==> src/rtl/pipe_stage_skid_reg_if.sv <==
// Valid/ready stream carrying a control bundle and a data bundle between pipeline stages.
// The master drives valid/ctrl/data, the slave drives ready.
interface pipe_stage_skid_reg_if #(
    parameter int CW = 4,
    parameter int DW = 74
);
    logic          valid;
    logic          ready;
    logic [CW-1:0] ctrl;
    logic [DW-1:0] data;

    modport master (output valid, output ctrl, output data, input ready);
    modport slave  (input valid, input ctrl, input data, output ready);
endinterface

==> src/rtl/pipe_stage_skid_reg.sv <==
// Pipeline stage register with a two-entry skid buffer, synchronous flush and a
// saturating stall counter. In-side ready comes from a register, never from dn.ready.
module pipe_stage_skid_reg #(
    parameter int CW  = 4,
    parameter int DW  = 74,
    parameter int SCW = 16
) (
    input  logic                            clk,
    input  logic                            clrn,
    input  logic                            flush,
    pipe_stage_skid_reg_if.slave            up,
    pipe_stage_skid_reg_if.master           dn,
    output logic [SCW-1:0]                  stall_cnt
);
    // State bits double as the valid flags: bit 1 = main_v, bit 0 = skid_v.
    typedef enum logic [1:0] {
        EMPTY = 2'b00,
        ONE   = 2'b10,
        TWO   = 2'b11
    } state_t;

    state_t         state_reg, state_next;
    logic [CW-1:0]  main_ctrl_reg, main_ctrl_next;
    logic [DW-1:0]  main_data_reg, main_data_next;
    logic [CW-1:0]  skid_ctrl_reg, skid_ctrl_next;
    logic [DW-1:0]  skid_data_reg, skid_data_next;
    logic [SCW-1:0] stall_cnt_reg, stall_cnt_next;

    logic main_v;
    logic skid_v;
    logic in_fire;
    logic out_fire;

    assign main_v   = state_reg[1];
    assign skid_v   = state_reg[0];
    assign in_fire  = up.valid & ~skid_v;
    assign out_fire = main_v & dn.ready;

    assign up.ready  = ~skid_v;
    assign dn.valid  = main_v;
    assign dn.ctrl   = main_ctrl_reg;
    assign dn.data   = main_data_reg;
    assign stall_cnt = stall_cnt_reg;

    always_ff @(posedge clk or negedge clrn) begin
        if (!clrn) begin
            state_reg     <= EMPTY;
            main_ctrl_reg <= '0;
            main_data_reg <= '0;
            skid_ctrl_reg <= '0;
            skid_data_reg <= '0;
            stall_cnt_reg <= '0;
        end else begin
            state_reg     <= state_next;
            main_ctrl_reg <= main_ctrl_next;
            main_data_reg <= main_data_next;
            skid_ctrl_reg <= skid_ctrl_next;
            skid_data_reg <= skid_data_next;
            stall_cnt_reg <= stall_cnt_next;
        end
    end

    // Control is zeroed whenever main empties so dn.ctrl never leaks a stale opcode.
    always_comb begin
        state_next     = state_reg;
        main_ctrl_next = main_ctrl_reg;
        main_data_next = main_data_reg;
        skid_ctrl_next = skid_ctrl_reg;
        skid_data_next = skid_data_reg;

        if (flush) begin
            state_next     = EMPTY;
            main_ctrl_next = '0;
            skid_ctrl_next = '0;
        end else begin
            case (state_reg)
                EMPTY: begin
                    if (in_fire) begin
                        main_ctrl_next = up.ctrl;
                        main_data_next = up.data;
                        state_next     = ONE;
                    end
                end
                ONE: begin
                    if (in_fire && out_fire) begin
                        main_ctrl_next = up.ctrl;
                        main_data_next = up.data;
                    end else if (out_fire) begin
                        main_ctrl_next = '0;
                        state_next     = EMPTY;
                    end else if (in_fire) begin
                        skid_ctrl_next = up.ctrl;
                        skid_data_next = up.data;
                        state_next     = TWO;
                    end
                end
                TWO: begin
                    if (out_fire) begin
                        main_ctrl_next = skid_ctrl_reg;
                        main_data_next = skid_data_reg;
                        state_next     = ONE;
                    end
                end
                default: begin
                    state_next     = EMPTY;
                    main_ctrl_next = '0;
                    skid_ctrl_next = '0;
                end
            endcase
        end
    end

    always_comb begin
        stall_cnt_next = stall_cnt_reg;
        if (main_v && !dn.ready && (stall_cnt_reg != {SCW{1'b1}}))
            stall_cnt_next = stall_cnt_reg + 1'b1;
    end
endmodule

==> src/flat_wrapper.sv <==
// flat-port wrapper written by rule: the top's interface ports become plain ports
module pipe_stage_skid_reg_flat 
#(
    parameter int CW  = 4,
    parameter int DW  = 74,
    parameter int SCW = 16
)
  (clk, clrn, flush, stall_cnt, up_valid, up_ctrl, up_data, up_ready, dn_valid, dn_ctrl, dn_data, dn_ready);
  pipe_stage_skid_reg_if #(.CW(CW), .DW(DW)) up_i ();
  pipe_stage_skid_reg_if #(.CW(CW), .DW(DW)) dn_i ();
  input  logic clk;
  input  logic clrn;
  input  logic flush;
  output logic [SCW-1:0] stall_cnt;
  input wire logic [$bits(up_i.valid)-1:0] up_valid;
  input wire logic [$bits(up_i.ctrl)-1:0] up_ctrl;
  input wire logic [$bits(up_i.data)-1:0] up_data;
  output wire logic [$bits(up_i.ready)-1:0] up_ready;
  output wire logic [$bits(dn_i.valid)-1:0] dn_valid;
  output wire logic [$bits(dn_i.ctrl)-1:0] dn_ctrl;
  output wire logic [$bits(dn_i.data)-1:0] dn_data;
  input wire logic [$bits(dn_i.ready)-1:0] dn_ready;
  assign up_i.valid = up_valid;
  assign up_i.ctrl = up_ctrl;
  assign up_i.data = up_data;
  assign up_ready = up_i.ready;
  assign dn_valid = dn_i.valid;
  assign dn_ctrl = dn_i.ctrl;
  assign dn_data = dn_i.data;
  assign dn_i.ready = dn_ready;
  pipe_stage_skid_reg #(.CW(CW), .DW(DW), .SCW(SCW)) u_core (.clk(clk), .clrn(clrn), .flush(flush), .up(up_i), .dn(dn_i), .stall_cnt(stall_cnt));
endmodule
==> config.mk <==
export PLATFORM = sky130hd
export DESIGN_NAME = pipe_stage_skid_reg_flat
export DESIGN_NICKNAME = d
export VERILOG_FILES = /design/src/rtl/pipe_stage_skid_reg_if.sv /design/src/rtl/pipe_stage_skid_reg.sv /design/src/flat_wrapper.sv
export SDC_FILE = /design/constraint.sdc
export NUM_CORES = 1
export LEC_CHECK = 0
export BUFFER_PORTS_ARGS = -buffer_cell sky130_fd_sc_hd__buf_2
export CORE_MARGIN = 2
export CORE_UTILIZATION = 40
export DETAILED_ROUTE_END_ITERATION = 16
export HOLD_SLACK_MARGIN = 0.08
export PLACE_DENSITY = 0.73
export SLEW_MARGIN = 20
export SYNTH_ARGS = -nofsm -noshare
export SYNTH_HDL_FRONTEND = slang
export SYNTH_SLANG_ARGS = --single-unit
export TNS_END_PERCENT = 30
==> constraint.sdc <==
create_clock -name clk -period 2.21 [get_ports clk]
set_input_delay 0.3315 -clock clk [delete_from_list [all_inputs] [get_ports clk]]
set_output_delay 0.3315 -clock clk [all_outputs]
set_load 0.02 [all_outputs]
==> reports/results.ini <==
[sta]
rsz0062_at_grt = false
finalSetupTns_ps = 0
final_max_slew_viol_count = 0
maxSlewHeadroom_pct = 60.37
max_freq_ghz = 0.4833
hold_violations = 0
post-route-min-period_ps = 2069
skew_ps = 8.768
finalSetupViolCount = 0
tightest_slew_ps = 594.4
post-route-period-util_pct = 93.63

[yosys]
ys_seq_area_share_pct = 54.19
yosys.area.top_type_share_pct = 54.19
yosysWarnings = 0
synthFlopType = dfrtp_1
ys_types = 44
synth_area_leaders = dfrtp_1 (54%), mux2_2 (21%), mux2_4 (11%)
syn_inst = 518
syn_area_mm2 = 0.008035
syn_nets = 606
synthAdderAreaFrac_pct = 0.7786
synthMuxAreaShare_pct = 34.23
synth_compound_area_share_pct = 3.052
async_reset_ff_share_pct = 100.0
syn_area_per_cell_um2 = 15.51
yosysTopAreaCell = dfrtp_1
synth_top_family_by_area = multiplexers
synth_edf_count = 0
ys_ff_latch = 174
yosys.area_share.simple_pct = 3.472
synth-xor-area-share_pct = 1.526

[critical_path]
path_max_fanout = 45
reg2reg_depth = 5
r2r-end = u_core.skid_data_reg[24]
cp-end-kind = flop
r2r_slack_ps = 140
r2r-start = u_core.state_reg[1]
startpoint_type = flop
path_class = reg -> reg
critPathArrivalTime_ps = 2370
crit_required_ps = 2510

[outcome]
status = finished, final reports clean

[place]
post-dp-hpwl_um = 10920
gp_congestion = 0.8117
numPortBuffers = 178

[global_route]
grt-ovfl-total = 0
grt_pass1_vias = 5215
antenna_found_initial = 0
grtUsageTotal_pct = 15.96
grt_start_max_net_pins = 60
grt_pass1_wl_um = 27380

[floorplan]
core_mm2 = 0.01959
dieArea_mm2 = 0.02124
num_rows = 51
die_w_um = 145.7
start_util_pct = 41.02
ios = 179
die_h_um = 145.7

[routing]
drt-pass1-iter-count = 4
drc = 0
routed_wl_um = 16280
drt-vias-per-instance = 4.933
vias = 4854
dr.first_iter.drc_count = 161
wl_per_cell_um = 16.54
ant_nets = 0

[finish]
drive_above_1_share_pct = 62.45
syn2layout_area_growth_pct = 23.06
fin_nets = 794
n_fill_cell = 1696
antenna_cells = 0
fin_util_pct = 50.48

[cts]
cts_max_path_buffers = 2
cts.repair.resized = 0
root_buffer = clkbuf_16
clk_pin_slew_worst_paths_ps = 70
htreeDepth = 4
cts-buffers-inserted = 17
insertion_delay_ps = 420
tritoncts = built
clock-sinks = 174

[hold_path]
whs_path_depth = 2
hold_path.class = in -> reg
hp-start = up_data[43]
hold_end = u_core.skid_data_reg[43]

[pwr]
p_leak_uw = 0.004750
finalPower_uw = 13250
peakVddDrop_mv = 0.7224
pwr_density_cell_mw_per_mm2 = 1340

[flow_run]
max_cap_violations = 0

## repair_timing
| action | CTS | global route |
|---|---|---|
| setup buffers | 0 | 0 |
| setup endpoints to repair | 0 | 0 |
| endpoints found under the hold margin | 53 | 0 |
| hold buffers | 1 | 0 |
## metrics by stage
stage	area (µm²)	hold slack (ps)	cells	setup slack (ps)
2_1_floorplan	8035	35.91	518	33.86
3_3_place_gp	9304	369.0	951	219.9
3_5_place_dp	9304	369.2	951	167.7
4_1_cts	9888	130.8	984	143.0
5_1_grt	9888	134.5	984	41.52
6_report	9888	155.7	984	140.8
## how the worst max path moves through the flow
stage,startpoint,endpoint,slack [ps]
2_1_floorplan,u_core.state_reg[1],u_core.dn.data[56],30
3_3_place_gp,u_core.state_reg[1],u_core.skid_data_reg[25],220
3_5_place_dp,u_core.state_reg[1],u_core.skid_data_reg[38],170
4_1_cts,u_core.state_reg[1],u_core.skid_data_reg[19],140
5_1_grt,u_core.state_reg[1],u_core.dn.data[39],40
6_report,u_core.state_reg[1],u_core.skid_data_reg[24],140
## worst max-delay path: stages (launching register included)
cell and delay (ps):
dfrtp_1 520, ha_1 290, nand2_2 110, or3_4 410, buf_12 250, mux2_4 340
## layout make-up
cell class	instances	area, µm²	share of cell area, %
sequential	174	4354	44.03
timing repair buffer	194	1120	11.32
inverter	5	18.77	0.1898
tap	265	331.6	3.353
multi-input combinational	314	3490	35.29
clock buffer	25	525.5	5.314
clock inverter	7	48.80	0.4935
## per-layer routing
| metal | routed length, µm | up-vias | part of all wire [%] | GRT usage (%) |
|---|---|---|---|---|
| met5 | 0 | - | 0 | 0 |
| li1 | - | 2255 | - | - |
| met2 | 8049 | 114 | 49 | 26.65 |
| met4 | 176 | 0 | 1.1 | 4.559 |
| met3 | 769 | 10 | 4.7 | 4.138 |
| met1 | 7285 | 2475 | 45 | 20.58 |
## cell usage in the layout (no fill, tap or decap), drive strengths merged, types with 2 or more instances in the layout
cell type and n:
ha 5, clkinv 4, a21oi 3, xnor2 7, and4 2, nor4 2
nand2b 2, clkbuf 25, nor2b 4, and3 2, inv 7, a32o 4
o2bb2ai 4, xor2 7, nand3 6, o21ai 4, mux2 223, nor2 5
nand4 5, buf 193, nand2 6, o211ai 2, a22oi 5, dfrtp 174
nor3 5
## Yosys cell counts (2+ instances only)
| cell | n |
|---|---|
| mux2_1 | 11 |
| a21oi_1 | 3 |
| nor2b_1 | 4 |
| o211ai_1 | 2 |
| buf_2 | 3 |
| mux2_4 | 61 |
| nor3_1 | 5 |
| clkbuf_1 | 7 |
| ha_1 | 5 |
| buf_4 | 2 |
| nand2_2 | 2 |
| a22oi_1 | 4 |
| nand4_1 | 3 |
| xnor2_1 | 7 |
| and3_1 | 2 |
| o21ai_0 | 4 |
| o2bb2ai_1 | 4 |
| nor4_1 | 2 |
| nor2_1 | 5 |
| inv_1 | 5 |
| a32o_1 | 4 |
| xor2_1 | 7 |
| nand2_1 | 4 |
| buf_6 | 13 |
| dfrtp_1 | 174 |
| mux2_2 | 151 |
| nand3_1 | 6 |
| nand4_4 | 2 |
## where the power goes
| group | total, µW | leakage (µW) | internal, µW | switching (µW) |
|---|---|---|---|---|
| clock network | 2910 | 0.000286 | 1660 | 1250 |
| registers | 5460 | 0.00212 | 4640 | 822 |
| logic | 4870 | 0.00235 | 2530 | 2350 |
| total | 13200 | 0.00475 | 8820 | 4420 |
## cells by family after synthesis
kind of cell	Yosys count
xor gates and xnor gates	14
and+or+nand+nor	43
DFF	174
adders and majority gates	5
muxes	224
buffers and inverters	30
AOI/OAI and AO/OA	28
Note: power is estimated with default switching activity, not from simulation.
